[src/rtl/serial_adder8bit_pkg.sv]
// Shared constants for the bit-serial adder: FSM encoding and default width.
package serial_adder8bit_pkg;

  // Default operand / sum width in bits (must be at least 2).
  localparam int DEFAULT_WIDTH = 8;

  // FSM state encoding.
  typedef logic [1:0] state_t;
  localparam state_t ST_IDLE = 2'd0;
  localparam state_t ST_RUN  = 2'd1;
  localparam state_t ST_DONE = 2'd2;

  // Bit counter width: wide enough to hold WIDTH itself.
  function automatic int cnt_width(input int width);
    return $clog2(width) + 1;
  endfunction

endpackage

[src/rtl/serial_adder8bit_if.sv]
// Start/busy/done handshake plus operand and result buses of the serial adder.
interface serial_adder8bit_if
  import serial_adder8bit_pkg::*;
#(
  parameter int WIDTH = DEFAULT_WIDTH
) ();

  logic             start;
  logic [WIDTH-1:0] A;
  logic [WIDTH-1:0] B;
  logic             Cin;
  logic [WIDTH-1:0] S;
  logic             Cout;
  logic             busy;
  logic             done;

  // Requester side: issues operands, observes results.
  modport master (
    output start, A, B, Cin,
    input  S, Cout, busy, done
  );

  // Adder side: accepts operands, produces results.
  modport slave (
    input  start, A, B, Cin,
    output S, Cout, busy, done
  );

endinterface

[src/rtl/serial_adder8bit_full_adder.sv]
// Single-bit full adder cell; the bit-cell dual of full_subtractor.
module full_adder (
  input  logic a,
  input  logic b,
  input  logic cin,
  output logic s,
  output logic cout
);

  // Sum and majority carry of the three input bits.
  always_comb begin
    s    = a ^ b ^ cin;
    cout = (a & b) | (a & cin) | (b & cin);
  end

endmodule

[src/rtl/serial_adder8bit.sv]
// Bit-serial adder: one full-adder cell and a carry flop process the
// operands LSB first, one bit per clock, under a start/busy/done handshake.
module serial_adder8bit
  import serial_adder8bit_pkg::*;
#(
  parameter int WIDTH = DEFAULT_WIDTH
) (
  input logic               clk,
  input logic               rst,
  serial_adder8bit_if.slave bus
);

  localparam int            CW       = cnt_width(WIDTH);
  localparam logic [CW-1:0] LAST_CNT = CW'(WIDTH - 1);

  state_t           state_r;
  state_t           state_n;
  logic [WIDTH-1:0] opa_r;
  logic [WIDTH-1:0] opb_r;
  logic [WIDTH-1:0] acc_r;
  logic [WIDTH-1:0] acc_next_s;
  logic [WIDTH-1:0] s_r;
  logic             carry_r;
  logic             cout_r;
  logic [CW-1:0]    cnt_r;
  logic             fa_sum_s;
  logic             fa_cout_s;
  logic             load_s;
  logic             step_s;
  logic             last_s;
  logic             busy_s;
  logic             done_s;

  // The one shared bit cell: current LSBs plus the running carry.
  full_adder u_full_adder (
    .a    (opa_r[0]),
    .b    (opb_r[0]),
    .cin  (carry_r),
    .s    (fa_sum_s),
    .cout (fa_cout_s)
  );

  // Accumulator after this bit: new sum bit enters at the MSB end.
  always_comb begin
    acc_next_s = {fa_sum_s, acc_r[WIDTH-1:1]};
  end

  // Qualify load (start accepted in IDLE or DONE), shift step and final bit.
  always_comb begin
    load_s = 1'b0;
    step_s = 1'b0;
    case (state_r)
      ST_IDLE: load_s = bus.start;
      ST_DONE: load_s = bus.start;
      ST_RUN:  step_s = 1'b1;
      default: begin
        load_s = 1'b0;
        step_s = 1'b0;
      end
    endcase
    last_s = step_s && (cnt_r == LAST_CNT);
  end

  // State register; reset takes priority over any start request.
  always_ff @(posedge clk) begin
    if (rst) begin
      state_r <= ST_IDLE;
    end else begin
      state_r <= state_n;
    end
  end

  // Next-state logic; start is ignored while RUN is in progress.
  always_comb begin
    state_n = state_r;
    case (state_r)
      ST_IDLE: begin
        if (bus.start) begin
          state_n = ST_RUN;
        end else begin
          state_n = ST_IDLE;
        end
      end
      ST_RUN: begin
        if (cnt_r == LAST_CNT) begin
          state_n = ST_DONE;
        end else begin
          state_n = ST_RUN;
        end
      end
      ST_DONE: begin
        if (bus.start) begin
          state_n = ST_RUN;
        end else begin
          state_n = ST_IDLE;
        end
      end
      default: state_n = ST_IDLE;
    endcase
  end

  // Handshake outputs decoded from the registered state only.
  always_comb begin
    busy_s = 1'b0;
    done_s = 1'b0;
    case (state_r)
      ST_RUN:  busy_s = 1'b1;
      ST_DONE: done_s = 1'b1;
      ST_IDLE: begin
        busy_s = 1'b0;
        done_s = 1'b0;
      end
      default: begin
        busy_s = 1'b0;
        done_s = 1'b0;
      end
    endcase
  end

  // Operand shift registers, carry flop, accumulator and bit counter.
  always_ff @(posedge clk) begin
    if (rst) begin
      opa_r   <= {WIDTH{1'b0}};
      opb_r   <= {WIDTH{1'b0}};
      acc_r   <= {WIDTH{1'b0}};
      carry_r <= 1'b0;
      cnt_r   <= {CW{1'b0}};
    end else if (load_s) begin
      opa_r   <= bus.A;
      opb_r   <= bus.B;
      acc_r   <= {WIDTH{1'b0}};
      carry_r <= bus.Cin;
      cnt_r   <= {CW{1'b0}};
    end else if (step_s) begin
      opa_r   <= {1'b0, opa_r[WIDTH-1:1]};
      opb_r   <= {1'b0, opb_r[WIDTH-1:1]};
      acc_r   <= acc_next_s;
      carry_r <= fa_cout_s;
      cnt_r   <= cnt_r + CW'(1);
    end
  end

  // Result registers: updated only on the final bit, held otherwise.
  always_ff @(posedge clk) begin
    if (rst) begin
      s_r    <= {WIDTH{1'b0}};
      cout_r <= 1'b0;
    end else if (last_s) begin
      s_r    <= acc_next_s;
      cout_r <= fa_cout_s;
    end
  end

  // Drive the interface from registers and state decode.
  assign bus.S    = s_r;
  assign bus.Cout = cout_r;
  assign bus.busy = busy_s;
  assign bus.done = done_s;

endmodule

[src/flat_wrapper.sv]
// flat-port wrapper written by rule: the top's interface ports become plain ports
module serial_adder8bit_flat import serial_adder8bit_pkg::*;
#(
  parameter int WIDTH = DEFAULT_WIDTH
)
  (clk, rst, bus_start, bus_A, bus_B, bus_Cin, bus_S, bus_Cout, bus_busy, bus_done);
  serial_adder8bit_if #(.WIDTH(WIDTH)) bus_i ();
  input logic clk;
  input logic rst;
  input wire logic [$bits(bus_i.start)-1:0] bus_start;
  input wire logic [$bits(bus_i.A)-1:0] bus_A;
  input wire logic [$bits(bus_i.B)-1:0] bus_B;
  input wire logic [$bits(bus_i.Cin)-1:0] bus_Cin;
  output wire logic [$bits(bus_i.S)-1:0] bus_S;
  output wire logic [$bits(bus_i.Cout)-1:0] bus_Cout;
  output wire logic [$bits(bus_i.busy)-1:0] bus_busy;
  output wire logic [$bits(bus_i.done)-1:0] bus_done;
  assign bus_i.start = bus_start;
  assign bus_i.A = bus_A;
  assign bus_i.B = bus_B;
  assign bus_i.Cin = bus_Cin;
  assign bus_S = bus_i.S;
  assign bus_Cout = bus_i.Cout;
  assign bus_busy = bus_i.busy;
  assign bus_done = bus_i.done;
  serial_adder8bit #(.WIDTH(WIDTH)) u_core (.clk(clk), .rst(rst), .bus(bus_i));
endmodule
[config.mk]
export PLATFORM = sky130hd
export DESIGN_NAME = serial_adder8bit_flat
export DESIGN_NICKNAME = d
export VERILOG_FILES = /design/src/rtl/serial_adder8bit_pkg.sv /design/src/rtl/serial_adder8bit_if.sv /design/src/rtl/serial_adder8bit_full_adder.sv /design/src/rtl/serial_adder8bit.sv /design/src/flat_wrapper.sv
export SDC_FILE = /design/constraint.sdc
export NUM_CORES = 1
export LEC_CHECK = 0
export BUFFER_PORTS_ARGS = -buffer_cell sky130_fd_sc_hd__buf_2
export CAP_MARGIN = 30
export CELL_PAD_IN_SITES_DETAIL_PLACEMENT = 1
export CELL_PAD_IN_SITES_GLOBAL_PLACEMENT = 2
export CORE_ASPECT_RATIO = 0.5
export CORE_MARGIN = 4
export CORE_UTILIZATION = 34
export DETAILED_ROUTE_END_ITERATION = 10
export GPL_ROUTABILITY_DRIVEN = 0
export PLACE_DENSITY_LB_ADDON = 0.1
export REMOVE_ABC_BUFFERS = 1
export SETUP_SLACK_MARGIN = 0.2
export SYNTH_ARGS = -nofsm -noshare
export SYNTH_HDL_FRONTEND = slang
export SYNTH_SLANG_ARGS = --single-unit
export TNS_END_PERCENT = 1
[constraint.sdc]
create_clock -name clk -period 1.77 [get_ports clk]
set_input_delay 0.0885 -clock clk [delete_from_list [all_inputs] [get_ports clk]]
set_output_delay 0.0885 -clock clk [all_outputs]
set_load 0.05 [all_outputs]
---- Word-level counts from Yosys, hierarchy flattened ----
Cells that the tools add are included.
storage, ports and cells
  flip-flop bits (word level) ............. 40
  input bits .............................. 20
  output and inout port bits .............. 11
  word-level logic and storage cells ...... 36
operators by class
  $add $sub $neg .......................... 1
  equal/unequal tests ..................... 3
  multiplexer cells ....................... 12
  bitwise gates (word level) .............. 7
  reduce and logical (&&, ||, !) cells .... 5
operators with widths
  kind                   count
  $mux W8                4
  $mux W1                6
  $add A4 B1 Y4 const B  1
  $eq A4 B3 Y1 const B   1
  $pmux W2 S2            1
  $reduce_or A2 Y1       2
  $and A1 B1 Y1          3
  $eq A2 B1 Y1 const B   1
  $eq A2 B2 Y1 const B   1
  $logic_not A2 Y1       1
  $mux W2                1
  $or A1 B1 Y1           2
  $reduce_bool A2 Y1     1
  $xor A1 B1 Y1          2
  $logic_and A1 B1 Y1    1

---- Longest topological paths before layout ----
  depth in word-level cells ............... 5
  depth in mapped cells ................... 5
  gate-level depth less buffers ........... 4

---- Cells and area by module ----
A second synthesis with hierarchy kept.
unflattened totals
  cells, all modules ...................... 180
  area total of the unflattened synthesis .. 1546.5 µm²
by module, submodules not included
  module            instances  cells an instance  area an instance (µm²)  seq. area each (µm²)
  serial_adder8bit  1          179                1526.5                  780.7
  full_adder        1          1                  20.0                    0.0

---- Worst setup path after synthesis ----
No wires, ideal clock.
  path kind ............................... reg2reg
  start point ............................. register u_core.state_r[1]
  end point ............................... register u_core.state_r[0]
  library setup time ...................... 0.128 ns
  arrival time ............................ 1.091 ns
  required time ........................... 1.642 ns
  path slack .............................. 0.551 ns
  stages on the path, launching flop included .. 6
  buffers on the path ..................... 1
  clock period less this slack ............ 1.219 ns
  path through ............................ dfxtp_1 nand2b_1 clkinv_1 buf_2 a21oi_1 nor2_1
on the way
  longest elaborated chain between the ends .. 3
  elaborated cells between the ends (all ways) .. 5
  those cells by class .................... eq/ne: 2; mux: 1; reduce/logical: 2
ends and longest elaborated chain
  item                                                     RTL line                source
  start: declaration                                       serial_adder8bit.sv:16  state_t state_r;
  start signal: assignment                                 serial_adder8bit.sv:69  state_r <= state_n;
  $eq A2 B2 Y1 / $logic_not A2 Y1 (equally long branches)  serial_adder8bit.sv:76  case (state_r)
  $reduce_or A2 Y1 (no line)                               --
  $pmux W2 S2 (*)                                          serial_adder8bit.sv:76
Mark *: on every way between the ends. The rest lies on a longest branch, timed or not.
A chain may end at the register's enable or synchronous reset.

---- Worst setup path in the final report ----
  start point ............................. register u_core.state_r[1]
  end point ............................... output port bus_busy
on the way
  longest elaborated chain between the ends .. 2
ends and longest elaborated chain
  item              RTL line                 source
  $eq A2 B1 Y1      serial_adder8bit.sv:106  case (state_r)
  $mux W1           serial_adder8bit.sv:106
  end: declaration  flat_wrapper.sv:16       output wire logic [$bits(bus_i.busy)-1:0] bus_busy;
No other way between the ends.

==> summary.txt <==
WS Path Type -> reg -> out
total number of vias -> 1,353
DR DRC count -> 0
Pleak -> 0.712 nW
chip height -> 55.8 um
syn avg cell area -> 8.62 um2
Worst Hold Class -> in -> reg
Die Area -> 5770 um2
Port Buffer Count -> 30
CTS tree -> built
slowest CP cell -> dfxtp_1
worst vdd ir -> 0.000366 V
initial core utilization -> 35.2%
HPWL after DPL -> 2420 um
fin nets -> 235
CP Launch Type -> flop
diodes inserted -> 0
Clock Latency Late Sink -> 290 ps
Crit path top cell by count -> buf_6
largest cells by area after synthesis -> dfxtp_1, nand2_1, mux2i_1
WL final -> 3560 um
clock skew -> 5.12 ps
number of fillers in the final layout -> 543
area grow syn2layout -> 20.3%
Top Family by Delay on Critical Path -> buffers and inverters
first-pass GRT wire length -> 6370 um
drt wl/cell -> 13.1 um
# clock sinks -> 39
Cell Rows -> 17
root buf cell -> clkbuf_8
Mapped Cells -> 180
Yosys top cell area share -> 50.3%
final hold violations -> 0
crit end category -> output pin
drt first-iter violations -> 38
Seq/Total Area, Yosys -> 50.3%
CP arrival -> 1360 ps
CTS Buf Count -> 5
final setup violation count -> 0
GR Util All Layers -> 13.5%
H-tree Lvls -> 2
status -> finished clean
dpl ws -> 391 ps
worst-path fanout max -> 18
Buffers & Inverters on Critical Path -> 4
Rel. slew slack -> 74.2%
ANT nets after route -> 0
Clock Path Buffers -> 2
Yosys cell types -> 27
vias per inst -> 4.99
largest stage delay on the critical path -> 310 ps
Synth area leader -> dfxtp_1
Hold-fix buffers, CTS -> 0
Post-synth EDFFs -> 0
Clock transition at path regs -> 70 ps
antenna violations before repair -> 0
RSZ-0062 raised after global routing -> no
Mapped Area -> 1550 um2
ratio of cells with drive above 1 in the final layout -> 22.0%
first drt pass iteration count -> 4
CP cell instances -> nand2b_1 -> buf_6 -> clkinv_1 -> buf_6 -> buf_6
Ports -> 31
Slew Limit Fails -> 0
Main synth FF type -> dfxtp_1
final worst setup slack -> 323 ps
Final period util -> 81.8%
Yosys reg bits -> 39
largest net degree at the start of global routing -> 19
crit path time final -> 1450 ps
total grt overflow -> 0
Power Dens Cells -> 933 nW/um2
highest clock rate -> 691 MHz
number of max-cap violations -> 0
chip width -> 104 um
async set-reset flop share out of synthesis -> 0%
core area -> 4400 um2
WP data required -> 1680 ps
number of global-route vias before repair -> 1,410
final setup TNS -> 0 ps
Syn. warnings -> 0
Worst Max-Slew Pin Slew -> 386 ps
## routing by layer
layer | up-vias | part of all wire (%) | global-route usage [%]
li1 | 681 | - | -
met1 | 642 | 50 | 16.6
met2 | 25 | 43 | 22.3
met3 | 5 | 5.5 | 5.10
met4 | 0 | 1.1 | 3.98
met5 | - | 0 | 0
## logic make-up (layout without fill, tap and decap cells)
family                     count (synthesis)  count (layout)  synth area share [%]
AOI/OAI and AO/OA                         34              34                  12.4
xor gates and xnor gates                   2               2                  1.13
adders and majority gates                  2               2                  2.10
buffers and inverters                     15              49                  5.00
DFF                                       39              39                  50.3
muxes                                     10              10                  6.45
and+or+nand+nor                           78              78                  22.6
## report_power, final
part           switching (mW)  leakage, nW  internal (mW)  total [mW]
registers              0.0239        0.318          0.918       0.942
clock network           0.308       0.0422          0.277       0.585
logic                   0.124        0.352         0.0907       0.214
total                   0.456        0.712           1.29        1.74
## layout by cell type (no fill, tap or decap), types with 2 or more instances in the layout
cell      instances
nand2_1          44
dfxtp_1          38
buf_2            29
nor3_1           18
a21oi_1          14
mux2i_1          10
o22ai_1           8
buf_4             7
nand3_1           5
o21ai_0           5
clkbuf_8          5
a31oi_1           4
nor2_1            3
a22oi_1           3
buf_6             3
nand2b_1          2
nand3b_1          2
clkbuf_1          2
## sequential cells by signal, indices dropped and copies added, names as in the netlist
| signal | flops |
|---|---|
| u_core.carry_r | 1 |
| u_core.bus.S | 8 |
| u_core.cnt_r | 4 |
| u_core.acc_r | 7 |
| u_core.opa_r | 8 |
| u_core.bus.Cout | 1 |
| u_core.state_r | 2 |
| u_core.opb_r | 8 |
## Yosys cell counts (all sizes together) (2+ instances only)
library cell  number
dfxtp             39
mux2i             10
o21ai              5
a31oi              4
a21oi             14
nand2             44
nor2               4
clkbuf             3
a22oi              3
o22ai              8
nor3              18
nand2b             2
nand3b             2
buf               10
nand3              5
## tightest hold or removal path, stage by stage
cell,delay (ps)
buf_2,100
nand2_1,50
a21oi_1,50
## layout make-up
class / count / area [um2] / share of cell area [%]
clock buffers: 7 / 76.3 / 4.09
inverters: 2 / 7.51 / 0.402
well taps: 57 / 71.3 / 3.82
multi-input cells: 126 / 693 / 37.1
flip-flops and latches: 39 / 782 / 41.9
repair buffers: 39 / 231 / 12.4
clock inverters: 1 / 5.00 / 0.268
## metrics by stage
step	cells	total power, mW	hold WS, ps	instance area, um2	utilization, %
after floorplan	167	1.08	158	1480	-
after global placement	263	1.17	337	1770	40.2
after detailed placement	263	1.17	345	1770	40.2
after CTS	271	1.76	35.7	1860	42.2
after global routing	271	1.84	42.5	1870	42.4
final	271	1.74	39.3	1870	42.4
## path summary, 6_finish.rpt
check                         start              end  slack (ps)  depth (start not counted)
setup / recovery  u_core.state_r[1]         bus_busy         320                          5
hold / removal             bus_B[7]  u_core.opb_r[7]          40                          3
setup reg to reg    u_core.cnt_r[0]  u_core.bus.S[6]         380                          4
hold reg to reg     u_core.bus.S[3]  u_core.bus.S[3]         450                          2
## repair_timing
item | in CTS | in global routing
hold endpoints to repair | 0 | 0
resized for setup | 2 | 3
endpoints found under the setup margin | 1 | 1
gates cloned | 0 | 0
setup buffers | 0 | 0
Note: power is estimated with default switching activity, not from simulation.
